**config.mk**
```make
export PLATFORM = sky130hd
export DESIGN_NAME = tw_gen_seq
export DESIGN_NICKNAME = d
export VERILOG_FILES = /design/src/rtl/tw_gen_seq.sv
export SDC_FILE = /design/constraint.sdc
export NUM_CORES = 1
export LEC_CHECK = 0
export BUFFER_PORTS_ARGS = -buffer_cell sky130_fd_sc_hd__buf_2
export CORE_MARGIN = 2
export CORE_UTILIZATION = 40
export DETAILED_ROUTE_END_ITERATION = 10
export PLACE_DENSITY_LB_ADDON = 0.3
export SYNTH_ARGS = -nofsm -noshare
export SYNTH_HDL_FRONTEND = slang
export SYNTH_SLANG_ARGS = --single-unit
export TNS_END_PERCENT = 30
```
**constraint.sdc**
```tcl
create_clock -name clk -period 2.6 [get_ports clk]
set_clock_uncertainty 0.2 [all_clocks]
set_input_delay 0.13 -clock clk [delete_from_list [all_inputs] [get_ports clk]]
set_output_delay 0.13 -clock clk [all_outputs]
set_load 0.005 [all_outputs]
```
**src/rtl/tw_gen_seq.sv**
```systemverilog
// Twiddle generator for an N-point radix-2 DIF FFT: quarter-wave cosine table expanded by quadrant symmetry, with a per-stage sequencer.
// Output appears 3 en-cycles after issue; en=0 freezes sequencer and pipeline, and there is no output backpressure.
module tw_gen_seq #(
    parameter int LOG2N = 6,
    parameter int WIDTH = 12,
    parameter int SW    = $clog2(LOG2N)
) (
    input  logic                    clk,
    input  logic                    rst,
    input  logic                    en,
    input  logic                    start,
    input  logic [SW-1:0]           stage,
    input  logic                    inverse,
    output logic                    busy,
    output logic                    tw_valid,
    output logic                    tw_last,
    output logic signed [WIDTH-1:0] twiddle_re,
    output logic signed [WIDTH-1:0] twiddle_im
);
    localparam int N   = 1 << LOG2N;
    localparam int QTR = N / 4;
    localparam int AMP = (1 << (WIDTH - 1)) - 1;
    localparam int JW  = LOG2N - 1;
    localparam int RW  = LOG2N - 2;
    localparam logic [SW-1:0] SMAX  = SW'(LOG2N - 1);
    localparam logic [JW-1:0] JLAST = {JW{1'b1}};
    localparam logic [RW:0]   QIDX  = (RW + 1)'(QTR);

    // Quarter-wave samples are all non-negative, so +0.5 then truncate rounds half away from zero.
    function automatic logic signed [WIDTH-1:0] qval(input int i);
        real x;
        int  v;
        if (i == 0) begin
            v = AMP;
        end else if (i == QTR) begin
            v = 0;
        end else begin
            x = real'(AMP) * $cos(2.0 * 3.14159265358979323846 * real'(i) / real'(N));
            v = $rtoi(x + 0.5);
        end
        return v[WIDTH-1:0];
    endfunction

    logic signed [WIDTH-1:0] qtab [QTR+1];
    for (genvar gi = 0; gi <= QTR; gi++) begin : g_qtab
        assign qtab[gi] = qval(gi);
    end

    // Sequencer
    logic [SW-1:0]    s_q;
    logic             inv_q;
    logic [JW-1:0]    j_q;
    logic [JW-1:0]    jmask;
    logic [LOG2N-1:0] k_iss;

    // N >> (s+1) is a power of two, so the modulo is a mask of the low bits of j.
    assign jmask = JLAST >> s_q;
    assign k_iss = {1'b0, j_q & jmask} << s_q;

    always_ff @(posedge clk) begin
        if (rst) begin
            busy  <= 1'b0;
            j_q   <= '0;
            s_q   <= '0;
            inv_q <= 1'b0;
        end else if (en) begin
            if (!busy) begin
                if (start) begin
                    busy  <= 1'b1;
                    j_q   <= '0;
                    s_q   <= (stage > SMAX) ? SMAX : stage;
                    inv_q <= inverse;
                end
            end else begin
                j_q <= j_q + JW'(1);
                if (j_q == JLAST) begin
                    busy <= 1'b0;
                end
            end
        end
    end

    // P1: issued index
    logic             p1_vld;
    logic             p1_inv;
    logic             p1_last;
    logic [LOG2N-1:0] p1_k;

    always_ff @(posedge clk) begin
        if (rst) begin
            p1_vld  <= 1'b0;
            p1_inv  <= 1'b0;
            p1_last <= 1'b0;
            p1_k    <= '0;
        end else if (en) begin
            p1_vld  <= busy;
            p1_inv  <= inv_q;
            p1_last <= busy & (j_q == JLAST);
            p1_k    <= k_iss;
        end
    end

    // P2: table reads
    logic [RW:0] c_idx;
    logic [RW:0] s_idx;
    assign c_idx = {1'b0, p1_k[RW-1:0]};
    assign s_idx = QIDX - c_idx;

    logic                    p2_vld;
    logic                    p2_inv;
    logic                    p2_last;
    logic [1:0]              p2_qd;
    logic signed [WIDTH-1:0] p2_c;
    logic signed [WIDTH-1:0] p2_sn;

    always_ff @(posedge clk) begin
        if (rst) begin
            p2_vld  <= 1'b0;
            p2_inv  <= 1'b0;
            p2_last <= 1'b0;
            p2_qd   <= '0;
            p2_c    <= '0;
            p2_sn   <= '0;
        end else if (en) begin
            p2_vld  <= p1_vld;
            p2_inv  <= p1_inv;
            p2_last <= p1_last;
            p2_qd   <= p1_k[LOG2N-1 -: 2];
            p2_c    <= qtab[c_idx];
            p2_sn   <= qtab[s_idx];
        end
    end

    // P3: quadrant swap/sign and conjugation
    logic signed [WIDTH-1:0] cos_v;
    logic signed [WIDTH-1:0] sin_v;

    always_comb begin
        cos_v = p2_c;
        sin_v = p2_sn;
        case (p2_qd)
            2'd0: begin cos_v = p2_c;   sin_v = p2_sn;  end
            2'd1: begin cos_v = -p2_sn; sin_v = p2_c;   end
            2'd2: begin cos_v = -p2_c;  sin_v = -p2_sn; end
            default: begin cos_v = p2_sn; sin_v = -p2_c; end
        endcase
    end

    always_ff @(posedge clk) begin
        if (rst) begin
            tw_valid   <= 1'b0;
            tw_last    <= 1'b0;
            twiddle_re <= '0;
            twiddle_im <= '0;
        end else if (en) begin
            tw_valid <= p2_vld;
            tw_last  <= p2_vld & p2_last;
            if (p2_vld) begin
                twiddle_re <= cos_v;
                twiddle_im <= p2_inv ? sin_v : -sin_v;
            end
        end
    end

endmodule

```
==> flow_metrics.env <==
export IMPL_cts_tree="done"
export IMPL_tightest_slew_ns=0.7579
export IMPL_path_clk_slew_ns=0.06
export IMPL_fin_ws_ns=-0.05543
export IMPL_fin_crit_sh_pct=102.1
export IMPL_report_final_slew_viol_count=0
export IMPL_grt_busiest_layer="met2"
export IMPL_cp_start_kind="register"
export IMPL_power_frac_comb_pct=15.7
export IMPL_met3_usage_pct=3.954
export IMPL_power_density_nw_per_um2=453.6
export IMPL_crit_fanout=5
export IMPL_rsz0062_at_grt="true"
export IMPL_syn_area_um2=4916
export IMPL_io_pins=35
export IMPL_die_y_um=114.9
export IMPL_cts_buffers=9
export IMPL_dpl_worst_slack_ns=-0.05793
export IMPL_antenna_found_initial=0
export IMPL_hold_viol=0
export IMPL_drt_iter0_drc=344
export IMPL_vias=4845
export IMPL_cts_sinks=72
export IMPL_grt_pass1_vias=4498
export IMPL_max_vdd_ir_drop_v=0.0002977
export IMPL_viasPerCell=5.693
export IMPL_cts_root_buffer="clkbuf_16"
export IMPL_wl_mm=13.56
export IMPL_grt_ovfl_total=0
export IMPL_relSlewSlack_pct=49.11
export IMPL_antenna_cells=0
export IMPL_initial_core_util_pct=40.93
export IMPL_outcome="finished, violations left"
export IMPL_drive_above_1_share_pct=26.85
export IMPL_seqPwrFrac_pct=41.8
export IMPL_cp_end_kind="register"
export IMPL_max_freq_mhz=376.6
export IMPL_p_leak_nw=2.388
export IMPL_grt_max_degree=50
export IMPL_use_met2_pct=35.53
export IMPL_finalCriticalPeriod_ns=2.655
export IMPL_synth_warnings=0
export IMPL_timing_max_cap_violations=0
export IMPL_antenna_left=0
export IMPL_hold_class="in2reg"
export IMPL_p_switching_mw=0.7949
export IMPL_reg2reg_slack_ns=-0.06
export IMPL_dr_pass1_iters=5
export IMPL_gr_usage_all_layers_pct=21.04
export IMPL_crit_required_ns=2.66
export IMPL_dp_hpwl_mm=9.923
export IMPL_postSynthCellCount=633
export IMPL_path_class="reg2reg"
export IMPL_violations="negative setup slack"
export IMPL_clockBufferDepth=2
export IMPL_final_cell_mix="80 x nor2_1, 73 x buf_4, 64 x dfxtp_1, 61 x nand2_1, 56 x a21oi_1"
export IMPL_cp_arrival_ns=2.71
export IMPL_synth_seq_cells=72
export IMPL_syn_avg_cell_area_um2=7.766
export IMPL_area_delta_synth_final_pct=24.99
export IMPL_core_area_um2=12010
export IMPL_grt_pass1_wl_mm=22.18
export IMPL_synthDistinctLibCells=78
export IMPL_p_int_mw=1.992
export IMPL_met1_usage_pct=27.42
export IMPL_post_route_drc_count=0
export IMPL_final_net_count=720
export IMPL_htree_levels=3
export IMPL_avgRoutedWirePerCell_um=15.93
export IMPL_synth_nets=654
export IMPL_final_common_cell="nor2_1"
export IMPL_synth_edf_count=0
export IMPL_final_util_pct=51.16
export IMPL_dieWidth_um=114.9
export IMPL_rows=40
export IMPL_die_area_um2=13190
export IMPL_switching_share_pct=28.52
export IMPL_ys_seq_area_share_pct=29.32
export IMPL_globalplace_congestion=1.003
export IMPL_async_flop_share_pct=0
export IMPL_setup_viol=4
export IMPL_io_buffers=34
export IMPL_pwr_share_clk_pct=42.5
export IMPL_insertion_delay_ns=0.35
export IMPL_synth_main_ff_cell="dfxtp_1"
layer usage:
layer,vias up,part of all wire [%]
li1,2410,-
met1,2294,46
met2,117,49
met3,24,4.1
met4,0,1.6
met5,-,0
synthesized netlist by cell type (7+ instances only):
cell type	count	share of area [%]
nand3_1	14	1.4
a211oi_1	21	3.2
xor2_1	13	2.3
nor3_1	13	1.3
buf_2	7	0.71
nand2_1	63	4.8
dfxtp_1	72	29
nor2b_1	8	1.0
nor4_1	7	0.89
a21oi_1	58	5.9
nor2_1	80	6.1
mux2i_1	23	4.7
xnor2_1	18	3.2
inv_1	12	0.92
o21ai_0	26	2.6
o211ai_1	9	1.4
a31oi_1	10	1.3
ha_1	13	3.3
clkbuf_1	45	3.4
registers in the layout (all words and copies together) (netlist names), 2 cells and up:
signal and flops:
twiddle_im 12, twiddle_re 12, p2_c 11, p2_sn 11, p1_k 6, j_q 5
s_q 3, p2_qd 2
worst max-delay path: stages, from the launching register on:
cell,delay (ns)
dfxtp_2,0.33
inv_2,0.07
ha_4,0.13
or3b_4,0.40
a2111oi_4,0.42
a31oi_4,0.08
nor4_4,0.31
buf_6,0.17
a41oi_2,0.11
xor2_1,0.20
o31ai_2,0.17
power by group through the flow:
stage / sequential (mW) / combinational [mW] / clock (mW)
3_3_place_gp: 1.18 / 0.374 / 0
6_report: 1.16 / 0.438 / 1.19
3_5_place_dp: 1.19 / 0.381 / 0
5_1_grt: 1.17 / 0.477 / 1.26
2_1_floorplan: 1.17 / 0.273 / 0
4_1_cts: 1.16 / 0.412 / 1.22
cell families (layout without fill, tap and decap cells):
group	Yosys count	after routing	synth area share (%)
simple gates	233	233	23.62
compound gates	176	176	24.28
buf+inv	75	146	6.210
flops	72	72	29.32
mux	33	33	7.737
xor+xnor	31	31	5.523
fa+ha+maj	13	13	3.309
what timing repair did:
action | CTS | global route
pin swaps | 17 | 10
endpoints found under the hold margin | 5 | 0
hold buffers | 5 | 0
gates resized for setup | 27 | 14
setup buffers | 4 | 3
endpoints found under the setup margin | 6 | 7
area by class of cell:
cell class	count	area [um^2]
multi-input combinational	486	3338
tap	147	183.9
inverter	14	55.05
sequential	72	1451
clock buffer	9	225.2
fill	1142	5867
clock inverter	7	60.06
timing repair buffer	116	830.8
metrics by stage:
stage / hold WS (ns) / total power, mW / cells / TNS (ns) / cell area (um^2)
after floorplan: 0.07394 / 1.441 / 633 / -0.04784 / 4926
after global placement: 0.1681 / 1.559 / 823 / 0 / 5575
after detailed placement: 0.1904 / 1.568 / 823 / -0.1739 / 5575
after CTS: 0.01418 / 2.792 / 848 / -0.01141 / 6065
after global routing: 0.06162 / 2.906 / 851 / -0.6123 / 6145
final: 0.02951 / 2.787 / 851 / -0.1203 / 6145
path summary, 6_finish.rpt:
kind | cells past startpoint | endpoint | startpoint
min reg2reg | 2 | twiddle_re[3]$_SDFFE_PP0P_ | twiddle_re[3]$_SDFFE_PP0P_
max | 10 | twiddle_im[11]$_SDFFE_PP0P_ | p2_sn[1]$_SDFFE_PP0P_
min | 2 | twiddle_re[8]$_SDFFE_PP0P_ | rst
max reg2reg | 10 | twiddle_im[11]$_SDFFE_PP0P_ | p2_sn[1]$_SDFFE_PP0P_
Power figures use the tool's default switching activity.
